--- src/rtl/dca_matrix_lsu_responder.sv ---
// Matrix LSU responder: turns strided row instructions into memory requests
// and buffers in-order read responses for the row consumer.
module dca_matrix_lsu_responder #(
   parameter int BW_ADDR = 32,
   parameter int BW_ROW  = 256,
   parameter int DEPTH   = 4
) (
   input  logic               clk,
   input  logic               rstnn,
   input  logic               clear,
   input  logic               enable,
   input  logic               inst_valid,
   output logic               inst_ready,
   input  logic [BW_ADDR+21:0] inst,
   output logic               rdata_valid,
   input  logic               rdata_ready,
   output logic [BW_ROW-1:0]  rdata,
   output logic               rdata_last,
   input  logic               wdata_valid,
   output logic               wdata_ready,
   input  logic [BW_ROW-1:0]  wdata,
   output logic               mem_req_valid,
   input  logic               mem_req_ready,
   output logic               mem_req_write,
   output logic [BW_ADDR-1:0] mem_req_addr,
   output logic [BW_ROW-1:0]  mem_req_wdata,
   input  logic               mem_rsp_valid,
   input  logic [BW_ROW-1:0]  mem_rsp_data,
   output logic               idle
);

   localparam int AW = $clog2(DEPTH);
   localparam int CW = AW + 1;
   localparam int DW = AW + 4;
   localparam logic [CW:0] DEPTH_C = (CW+1)'(DEPTH);

   typedef enum logic [1:0] {IDLE, RD_ISSUE, WR_ISSUE} state_t;

   state_t state, state_n;

   logic [BW_ADDR-1:0] addr_q;
   logic [15:0]        stride_q;
   logic [4:0]         nrow_q;
   logic [4:0]         row_q;
   logic [CW-1:0]      out_q;
   logic [CW-1:0]      wp_q;
   logic [CW-1:0]      rp_q;
   logic [CW-1:0]      occ;
   logic [AW-1:0]      tp_q;
   logic [DW-1:0]      dis_q;
   logic [DEPTH-1:0]   last_mem;
   logic [BW_ROW-1:0]  data_mem [DEPTH];

   logic        act;
   logic        accept;
   logic        req_hs;
   logic        rd_hs;
   logic        row_last;
   logic        empty;
   logic        rsp_keep;
   logic        pop;
   logic        room;
   logic [CW:0] in_use;
   logic [4:0]  inst_nrow;

   assign act       = enable & ~clear;
   assign occ       = wp_q - rp_q;
   assign empty     = (occ == '0);
   assign in_use    = {1'b0, out_q} + {1'b0, occ};
   assign room      = (in_use < DEPTH_C);
   assign row_last  = (row_q == nrow_q - 5'd1);
   assign rsp_keep  = mem_rsp_valid & (dis_q == '0);
   assign accept    = inst_valid & inst_ready;
   assign req_hs    = mem_req_valid & mem_req_ready;
   assign rd_hs     = req_hs & (state == RD_ISSUE);
   assign pop       = rdata_valid & rdata_ready;
   assign inst_nrow = (inst[5:2] == 4'd0) ? 5'd16 : {1'b0, inst[5:2]};

   assign mem_req_addr = addr_q;
   assign rdata_valid  = act & ~empty;
   assign rdata        = empty ? '0 : data_mem[rp_q[AW-1:0]];
   assign rdata_last   = ~empty & last_mem[rp_q[AW-1:0]];
   assign idle = (state == IDLE) & empty & (out_q == '0) & (dis_q == '0);

   always_comb begin
      state_n       = state;
      inst_ready    = 1'b0;
      mem_req_valid = 1'b0;
      mem_req_write = 1'b0;
      mem_req_wdata = '0;
      wdata_ready   = 1'b0;
      unique case (state)
         IDLE: begin
            inst_ready = act;
            if (accept) begin
               unique case (1'b1)
                  (inst[1:0] == 2'd0): state_n = RD_ISSUE;
                  (inst[1:0] == 2'd1): state_n = WR_ISSUE;
                  default:             state_n = IDLE;
               endcase
            end
         end
         RD_ISSUE: begin
            mem_req_valid = act & room;
            if (req_hs & row_last) state_n = IDLE;
         end
         WR_ISSUE: begin
            mem_req_valid = act & wdata_valid;
            wdata_ready   = act & mem_req_ready;
            mem_req_write = 1'b1;
            mem_req_wdata = wdata;
            if (req_hs & row_last) state_n = IDLE;
         end
         default: state_n = IDLE;
      endcase
      if (clear) state_n = IDLE;
   end

   always_ff @(posedge clk or negedge rstnn) begin
      if (!rstnn) begin
         state    <= IDLE;
         addr_q   <= '0;
         stride_q <= '0;
         nrow_q   <= 5'd1;
         row_q    <= '0;
         out_q    <= '0;
         wp_q     <= '0;
         rp_q     <= '0;
         tp_q     <= '0;
         dis_q    <= '0;
         last_mem <= '0;
      end else begin
         state <= state_n;
         if (clear) begin
            row_q <= '0;
            out_q <= '0;
            wp_q  <= '0;
            rp_q  <= '0;
            tp_q  <= '0;
            // in-flight reads become dropped responses
            dis_q <= dis_q + DW'(out_q) - DW'(mem_rsp_valid);
         end else begin
            if (accept) begin
               addr_q   <= inst[BW_ADDR+21:22];
               stride_q <= inst[21:6];
               nrow_q   <= inst_nrow;
               row_q    <= '0;
            end else if (req_hs) begin
               addr_q <= addr_q + BW_ADDR'(stride_q);
               row_q  <= row_q + 5'd1;
            end
            // last tag reserved in the slot this response will land in
            if (rd_hs) begin
               last_mem[tp_q] <= row_last;
               tp_q           <= tp_q + 1'b1;
            end
            out_q <= out_q + CW'(rd_hs) - CW'(rsp_keep);
            if (mem_rsp_valid & (dis_q != '0)) dis_q <= dis_q - 1'b1;
            if (rsp_keep) wp_q <= wp_q + 1'b1;
            if (pop) rp_q <= rp_q + 1'b1;
         end
      end
   end

   always_ff @(posedge clk) begin
      if (rsp_keep & ~clear) data_mem[wp_q[AW-1:0]] <= mem_rsp_data;
   end

endmodule
--- config.mk ---
export PLATFORM = sky130hd
export DESIGN_NAME = dca_matrix_lsu_responder
export DESIGN_NICKNAME = d
export VERILOG_FILES = /design/src/rtl/dca_matrix_lsu_responder.sv
export SDC_FILE = /design/constraint.sdc
export NUM_CORES = 1
export LEC_CHECK = 0
export ABC_AREA = 1
export ABC_CLOCK_PERIOD_IN_PS = 17320
export BUFFER_PORTS_ARGS = -buffer_cell sky130_fd_sc_hd__buf_2
export CAP_MARGIN = 20
export CELL_PAD_IN_SITES_DETAIL_PLACEMENT = 1
export CELL_PAD_IN_SITES_GLOBAL_PLACEMENT = 1
export CORE_AREA = 2 2 445 447
export DETAILED_ROUTE_END_ITERATION = 8
export DIE_AREA = 0 0 447 449
export PLACE_DENSITY = 0.64
export SYNTH_ARGS = -nofsm -noshare
export SYNTH_HDL_FRONTEND = slang
export SYNTH_SLANG_ARGS = --single-unit
export TNS_END_PERCENT = 50
--- constraint.sdc ---
create_clock -name clk -period 17.32 [get_ports clk]
set_clock_uncertainty 0.05 [all_clocks]
set_input_delay 2.598 -clock clk [delete_from_list [all_inputs] [get_ports clk]]
set_output_delay 2.598 -clock clk [all_outputs]
set_load 0.02 [all_outputs]
# After elaboration in Yosys (flattened, before gate mapping)
# Memories as Yosys holds them, arrays and structs flattened.
# Cells that the tools add are included.
[totals]
reg_bits = 81
ramBits = 1024
inputBits = 575
output_inout_bits = 551
wordCells = 106
mem_count = 1
[mem_list]
columns = ["memory", "words", "word_bits", "rd", "rd_clocked_by_memory_dff", "wr", "line_no", "text"]
rows = [
  ["data_mem", 4, 256, 1, 0, 1, "52", "logic [BW_ROW-1:0] data_mem [DEPTH];"],
]
[classes]
n_addsub = 13
magnitude_cmp = 4
eq_ne = 6
muxes = 33
bitwise_logic = 19
n_reduce_logical = 19
[ops]
columns = ["op", "n"]
rows = [
  ["2-to-1 mux 256 bit", 2],
  ["2-to-1 mux 32 bit", 2],
  ["adder 32 x 16 -> 32 bit", 1],
  ["2-to-1 mux 5 bit", 4],
  ["bitwise AND 1 bit", 17],
  ["2-to-1 mux 3 bit", 5],
  ["2-to-1 mux 6 bit", 2],
  ["2-to-1 mux 2 bit", 5],
  ["nonzero test 2 bit", 5],
  ["one-hot mux 2 bit (2 select lines)", 2],
  ["AND reduction 2 bit", 4],
  ["2-to-1 mux 1 bit", 7],
  ["adder 3 x 1 -> 3 bit (second input constant)", 2],
  ["adder 6 x 3 -> 6 bit", 1],
  ["zero test 3 bit", 2],
  ["zero test 6 bit", 1],
  ["< comparator 2 x 3 -> 1 bit (second input constant)", 2],
  ["nonzero test 6 bit", 1],
  ["subtractor 6 x 1 -> 6 bit", 1],
  ["subtractor 6 x 1 -> 6 bit (second input constant)", 1],
  ["adder 5 x 1 -> 5 bit (second input constant)", 1],
  ["equality test 5 bit", 1],
  ["subtractor 5 x 1 -> 5 bit (second input constant)", 1],
  ["adder 3 x 3 -> 4 bit", 1],
  ["20 further kinds", 23],
]

# Depth between registers and ports, before layout
# Gate-level depths: netlist (run 1).
[depth]
ltp_word = 10
ltp_mapped = 20
ltp_nobuf = 20

# Worst setup path after synthesis (run 1)
# No wires, ideal clock.
[synth_timing]
path_kind = "in2reg"
from = "in clear"
to = "mem data_mem[0][0], enable pin"
setup_time_ns = 0.877
arrival_ns = 13.579
slack_ns = 2.814
stages = 4
path_buffers = 1
path_cell_list = "buf_6 > nor2_1 > inv_1 > nor2_1"
[synth_between]
elab_chain_len = 4
[synth_rtl]
columns = ["element", "line_no", "text"]
rows = [
  ["start, declared", "10", "input logic clear,"],
  ["inverter 1 bit (no line)", "-", ""],
  ["bitwise AND 1 bit", "166", "if (rsp_keep & ~clear) data_mem[wp_q[AW-1:0]] <= mem_rsp_data;"],
  ["2-to-1 mux 1 bit", "166", ""],
  ["2-to-1 mux 1 bit (not written as such)", "166", ""],
  ["end, declared", "52", ""],
]
# No other way between the ends.

# Worst setup path after layout (run 1)
[layout_timing]
from = "reg state[0]"
to = "out mem_req_wdata[169]"
[layout_between]
elab_chain_len = 2
[layout_rtl]
columns = ["element", "line_no", "text"]
rows = [
  ["start, declared", "39", "state_t state, state_n;"],
  ["start signal, assigned", "133", "state <= state_n;"],
  ["equality test 2 bit", "92", "unique case (state)"],
  ["2-to-1 mux 256 bit", "92", ""],
  ["end, declared", "26", "output logic [BW_ROW-1:0] mem_req_wdata,"],
]
# No other way between the ends.

==> impl_metrics.py, run 1 <==
metrics = {
    "grt": {
        "met2_usage": 0.372,
        "use_met3": 0.0466,
        "grt_pass1_wl_um": 294000,
        "grt.total_usage": 0.208,
        "grt.overflow.total": 0,
        "grt_busiest_layer": "met2",
        "met1_usage": 0.206,
        "grt_max_degree": 218,
        "antenna_found_initial": 118,
        "grt_pass1_vias": 38500,
    },
    "worst_setup_path": {
        "worstPathArrival_ps": 4820,
        "crit_fanout": 93,
        "cp_slowest_cell": "buf_4",
        "crit_type": "reg2out",
        "crit_buf_inv": 6,
        "worstPathCellList": "inv_1 -> ha_4 -> buf_4 -> buf_4 -> buf_4 -> nand2_1 -> inv_1 -> buf_2",
        "start_kind": "register",
        "critPathMaxStageDelay_ps": 800,
        "worst_setup_path_end_kind": "output pin",
        "crit_required_ps": 14670,
        "critPathTopFamily": "buffers and inverters",
        "cp_common_cell": "buf_4",
    },
    "synthesis": {
        "ys_seq_elements": 1105,
        "synth_common_cells": "1,024 x edfxtp_1, 856 x nand2_1, 652 x inv_1",
        "synth_edf_count": 1024,
        "synth_top_family_by_area": "simple AND/OR/NAND/NOR gates",
        "ys_warn_count": 0,
        "yosysTopAreaCell": "edfxtp_1",
        "synth.distinct_cells": 40,
        "syn-num-nets": 5130,
        "synth-xor-area-share": 0.00547,
        "syn-mean-instance-area_um2": 10.7,
        "synth_flop_cell": "edfxtp_1",
        "synth_compound_area_frac": 0.0975,
        "synth_area_um2": 48000,
        "synth_top_area_frac": 0.640,
        "ys_seq_area_frac": 0.683,
        "synthCells": 4505,
        "synthAdderAreaFrac": 0.0137,
        "yosysMostFrequentCell": "edfxtp_1",
        "yosys-top-cells-area": "edfxtp_1 64%, nand2_1 6.7%, o21ai_0 5.7%",
        "synthSimpleGateAreaFrac": 0.125,
        "synth.area.mux_share": 0,
        "synthArstFlopShare": 0.0733,
    },
    "detailed_routing": {
        "routed_via_density": 4.52,
        "num_vias": 37600,
        "drtAntennaViolNets": 0,
        "drc": 0,
        "wl_per_cell_um": 26.0,
        "routed_wl_um": 216000,
        "dr.pass1.iters": 5,
        "drt_iter0_drc": 2793,
    },
    "sta": {
        "rsz0062_at_grt": "false",
        "drv_slew": 0,
        "max_clock_freq_mhz": 134,
        "setup_viol": 0,
        "max-slew-margin-rel": 0.268,
        "hold_viol": 0,
        "tns_ps": 0,
        "period_needed_ps": 7470,
        "finalCritPeriodShare": 0.431,
        "layout_setup_ws_ps": 9850,
        "worst_slew_pin_slew_ps": 1100,
    },
    "clocking": {
        "cts_sinks": 1105,
        "cts_htree_levels": 3,
        "cts.clk_slew.worst_paths_ps": 60,
        "cts_tree": "yes",
        "cts_hold_buf": 0,
        "clkLatencyLatePin_ps": 750,
        "cts_setup_buffers": 0,
        "clockBufferDepth": 3,
        "root_buffer": "clkbuf_16",
        "cts_buffers": 121,
        "cts_resized": 0,
    },
    "die": {
        "boundaryPins": 1126,
        "initial_utilization": 0.245,
        "die_y_um": 449,
        "die_w_um": 447,
        "die_area_um2": 201000,
        "coreArea_um2": 196000,
        "rows": 163,
    },
    "power_and_ir_drop": {
        "powerDensity_nw_per_um2": 115,
        "p_int_mw": 4.78,
        "p_clk_frac": 0.364,
        "swShare": 0.309,
        "p_switching_mw": 2.14,
        "seq_power_share": 0.443,
        "vdd_drop_max_mv": 0.0920,
        "leakagePower_nw": 27.7,
        "comb_power_share": 0.193,
    },
    "finish": {
        "nets": 6167,
        "drive_gt1_frac": 0.242,
        "postLayoutCoreUtil": 0.307,
        "area_growth_pct": 25.4,
    },
    "placement": {
        "pre_cts_ws_ps": 10520,
        "place_hpwl_um": 153000,
        "gp_congestion": 0.933,
        "portBuffers": 1125,
    },
    "run": {
        "cap_violations": 0,
    },
    "run_status": {
        "status": "finished clean",
    },
    "min_path": {
        "holdCritPathClass": "reg2reg",
    },
}
[registers in the layout (all words and copies together), names as in the netlist, 3 cells and up]
signal and cells:
rp_q 3, last_mem 4, out_q 3, row_q 5, mem_req_addr 32, stride_q 16, dis_q 6, data_mem 1024
nrow_q 5, wp_q 3
[metrics by stage]
step | total power [mW] | area, um2 | std cells | hold WS, ps
final | 6.92 | 60200 | 8321 | 445
after global placement | 4.42 | 56200 | 8058 | 417
after floorplan | 3.88 | 48000 | 4505 | 398
after global routing | 7.22 | 60200 | 8309 | 480
after CTS | 6.99 | 60100 | 8285 | 449
after detailed placement | 4.45 | 56200 | 8059 | 433
[kinds of logic (layout without fill, tap and decap cells)]
logic type	Yosys count	after routing
AND/OR/NAND/NOR	1553	1553
flip-flops	1105	1105
buffers and inverters	904	2044
AO/OA/AOI/OAI	863	863
adder cells (fa/ha/maj)	50	50
XOR/XNOR	30	30
other	0	36
[layer usage]
layer	part of all wire	up-vias
met5	0.0015	-
met4	0.087	52
met3	0.061	443
met2	0.51	1253
met1	0.34	18700
li1	-	17200
[power groups by stage]
stage,combinational (mW),clock [mW],sequential [mW]
6_report,1.33,2.52,3.07
5_1_grt,1.46,2.68,3.07
4_1_cts,1.33,2.59,3.06
3_5_place_dp,1.33,0,3.12
3_3_place_gp,1.30,0,3.12
2_1_floorplan,0.745,0,3.14
[cell type report]
type	instances	area, um2
clock inverter	82	773
fill	22500	136000
sequential	1105	32800
tap	2640	3300
clock buffer	144	3110
timing repair buffer	1161	6000
inverter	657	2480
multi-input combinational	2496	11700
antenna	36	90.1
[worst paths after layout]
check	start	endpoint	slack, ps	cells after the start
worst min-delay path	last_mem[1]$_DFFE_PN0P_	last_mem[1]$_DFFE_PN0P_	440	2
max in group asynchronous	rstnn	nrow_q[3]$_DFFE_PN0P_	14300	2
worst max-delay path	state[0]$_DFFE_PN0P_	mem_req_wdata[169]	9850	8
worst min register to register	last_mem[1]$_DFFE_PN0P_	last_mem[1]$_DFFE_PN0P_	440	2
min in group asynchronous	rstnn	last_mem[2]$_DFFE_PN0P_	1750	1
worst max register to register	dis_q[0]$_DFFE_PN0P_	data_mem[0][193]$_DFFE_PP_	12460	12
[layout by cell type (no fill, tap or decap), types with 23 or more instances in the layout]
cell type  Yosys  layout
o22ai_1      257     257
a21oi_1       38      38
o21ai_0      544     544
nand3_1       56      56
ha_1          46      45
buf_2         35    1124
dfrtp_1       80      78
nor2_1       612     608
buf_4         42      30
edfxtp_1    1024    1024
clkbuf_1     162      23
clkinv_1       0      28
clkinv_2       0      25
inv_1        652     650
nand2_1      856     855
clkbuf_16      0     121
diode_2        0      36
[worst register-to-register path: stages, from the launching register on]
cell and delay (ps):
dfrtp_1 400, inv_1 110, ha_1 190, nand2_1 60, nor2_1 230, nand3_1 190
nor2_1 210, inv_1 210, nor2_4 130, buf_4 460, buf_4 790, buf_12 540
buf_4 900
Power figures use the tool's default switching activity.
==> inputs of run 2 (changes only) <==
- ABC_AREA: 1 -> 0
- ABC_CLOCK_PERIOD_IN_PS: 17320 -> 7700
- CORE_AREA: 2 2 445 447 -> 2 2 444 446
- DIE_AREA: 0 0 447 449 -> 0 0 446 448
- PLACE_DENSITY: 0.64 -> 0.59
- clock period: 17.32 -> 7.7 ns (I/O delays scaled with it)
==> run 2 against run 1 <==
Compared with the run above: design area down 0.95%; critical path depth unchanged; routed wire length decreased by 4.6%; total power increased by 130%; area after synthesis decreased by 5.0%; sequential power is 130% higher; final cell count fell by 19%; utilization about the same; combinational power increased by 98%; die area shrank 0.45%.
==> impl_metrics.py, run 2 <==
metrics = {
    "synthesis": {
        "synthAdderAreaFrac": 0.0144,
        "synth_top_area_frac": 0.674,
        "yosys-top-cells-area": "edfxtp_1 67%, mux4_2 13%, dfrtp_1 4.4%",
        "yosysMostFrequentCell": "edfxtp_1",
        "synth.area.mux_share": 0.130,
        "synth_flop_cell": "edfxtp_1",
        "synthSimpleGateAreaFrac": 0.0962,
        "synth_area_um2": 45600,
        "syn-num-nets": 3153,
        "ys_seq_area_frac": 0.719,
        "synth-xor-area-share": 0.00845,
        "yosysTopAreaCell": "edfxtp_1",
        "synthCells": 2528,
        "syn-mean-instance-area_um2": 18.0,
        "synth_edf_count": 1024,
        "ys_warn_count": 0,
        "ys_seq_elements": 1105,
        "synthArstFlopShare": 0.0733,
        "synth_common_cells": "1,024 x edfxtp_1, 264 x and2_1, 263 x nor2b_1",
        "synth_top_family_by_area": "multiplexers",
        "synth.distinct_cells": 59,
        "synth_compound_area_frac": 0.0177,
    },
    "die": {
        "die_w_um": 446,
        "die_area_um2": 200000,
        "rows": 162,
        "die_y_um": 448,
        "boundaryPins": 1126,
        "initial_utilization": 0.234,
        "coreArea_um2": 195000,
    },
    "power_and_ir_drop": {
        "leakagePower_nw": 21.7,
        "vdd_drop_max_mv": 0.174,
        "powerDensity_nw_per_um2": 264,
    },
    "sta": {
        "rsz0062_at_grt": "false",
        "hold_viol": 0,
        "max_clock_freq_mhz": 185,
        "period_needed_ps": 5410,
        "drv_slew": 0,
        "setup_viol": 0,
        "finalCritPeriodShare": 0.703,
        "max-slew-margin-rel": 0.265,
        "hold_ws_ps": 184,
        "worst_slew_pin_slew_ps": 1100,
    },
    "worst_setup_path": {
        "critPathTopFamily": "flip-flops",
        "worstPathCellList": "inv_1 -> fa_1 -> xnor2_1 -> ha_1 -> nor4_2 -> a22oi_1 -> nor4b_1 -> buf_2",
        "cp_slowest_cell": "dfrtp_4",
        "crit_fanout": 44,
        "crit_type": "reg2out",
        "crit_required_ps": 6490,
        "critPathMaxStageDelay_ps": 940,
        "worstPathArrival_ps": 4210,
        "crit_buf_inv": 2,
        "start_kind": "register",
        "worst_setup_path_end_kind": "output pin",
    },
    "detailed_routing": {
        "wl_per_cell_um": 30.6,
        "dr.pass1.iters": 5,
        "num_vias": 29100,
        "drtAntennaViolNets": 0,
        "routed_wl_um": 206000,
        "drc": 0,
        "routed_via_density": 4.32,
        "drt_iter0_drc": 1976,
    },
    "clocking": {
        "clkLatencyLatePin_ps": 770,
        "cts_tree": "yes",
        "cts_resized": 0,
        "cts_hold_buf": 0,
        "root_buffer": "clkbuf_16",
        "clockBufferDepth": 3,
        "cts_buffers": 131,
        "cts_sinks": 1105,
        "cts_setup_buffers": 0,
        "cts.clk_slew.worst_paths_ps": 60,
        "cts_htree_levels": 4,
    },
    "min_path": {
        "holdCritPathClass": "in2async",
    },
    "placement": {
        "place_hpwl_um": 154000,
        "gp_congestion": 1.02,
        "portBuffers": 1125,
        "place_inst": 6091,
    },
    "run_status": {
        "status": "finished clean",
    },
    "finish": {
        "nets": 4307,
        "mostFrequentLayoutCells": "1,124 x buf_2, 1,024 x edfxtp_1, 263 x nor2b_1",
        "area_growth_pct": 30.7,
        "mostFrequentLayoutCell": "buf_2",
        "largest_reg_flops": 1024,
        "finalNonFillerCells": 6731,
        "drive_gt1_frac": 0.430,
    },
    "grt": {
        "grt_pass1_vias": 29300,
        "grt_pass1_wl_um": 266000,
        "antenna_found_initial": 215,
        "grt.overflow.total": 0,
        "grt.total_usage": 0.201,
        "grt_max_degree": 117,
    },
    "run": {
        "cap_violations": 0,
    },
}
-- run 2: changes by cell type after synthesis, sizes merged, moves of 257 or more --
cell | previous run | this run
o21ai | 550 | 39
o22ai | 257 | 0
nor2b | 0 | 263
nand2 | 859 | 110
inv | 657 | 35
and2 | 0 | 264
nor2 | 618 | 38
mux4 | 0 | 257
-- run 2: power by group --
group / internal [mW] / switching, mW / total (mW)
Clock: 3.59 / 2.60 / 6.19
Sequential: 6.74 / 0.172 / 6.92
Combinational: 0.899 / 1.75 / 2.64
Total: 11.2 / 4.52 / 15.8
-- run 2: path summary, 6_finish.rpt --
kind / start / endpoint / cells past startpoint / slack (ps)
min in group clk: stride_q[0]$_DFFE_PN0P_ / stride_q[0]$_DFFE_PN0P_ / 2 / 440
setup reg to reg: rp_q[1]$_DFFE_PN0P_ / mem_req_addr[31]$_DFFE_PN0P_ / 11 / 3000
setup / recovery: rp_q[1]$_DFFE_PN0P_ / mem_req_valid / 8 / 2290
hold reg to reg: stride_q[0]$_DFFE_PN0P_ / stride_q[0]$_DFFE_PN0P_ / 2 / 440
max in group asynchronous: rstnn / rp_q[0]$_DFFE_PN0P_ / 2 / 6040
hold / removal: rstnn / mem_req_addr[17]$_DFFE_PN0P_ / 1 / 180
-- run 2: layout make-up --
type	instances	area (um2)
Fill cell	20900	135000
Timing Repair Buffer	1160	6020
Tap cell	2542	3180
Sequential cell	1105	32800
Inverter	35	131
Clock buffer	162	3440
Multi-Input combinational cell	1249	12200
Antenna cell	405	1010
Clock inverter	73	891
-- run 2: layer usage --
metal  vias up  routed length, um  global-route usage
li1      12500                  -                   -
met1     14800              65800               0.194
met2      1211             105000               0.343
met3       561              13700              0.0566
met4        78              21400               0.192
met5         -                480                   0
-- run 2: through the flow --
| step | cell area, um2 | power (mW) | util | setup TNS (ps) | setup WS [ps] |
|---|---|---|---|---|---|
| 2_1_floorplan | 45600 | 8.51 | - | -191930 | -375 |
| 3_3_place_gp | 54300 | 9.62 | 0.279 | 0 | 2940 |
| 3_5_place_dp | 54300 | 9.66 | 0.279 | 0 | 2910 |
| 4_1_cts | 58600 | 15.9 | 0.301 | 0 | 2030 |
| 5_1_grt | 59600 | 16.4 | 0.306 | 0 | 1860 |
| 6_report | 59600 | 15.8 | 0.306 | 0 | 2290 |
-- run 2: cell families (layout without fill, tap and decap cells) --
| kind of cell | Yosys count | in the layout |
|---|---|---|
| mux | 268 | 268 |
| buf+inv | 174 | 1430 |
| xor+xnor | 44 | 44 |
| compound gates | 127 | 127 |
| simple gates | 760 | 760 |
| fa+ha+maj | 50 | 50 |
| other cells | 0 | 405 |
| flops | 1105 | 1105 |
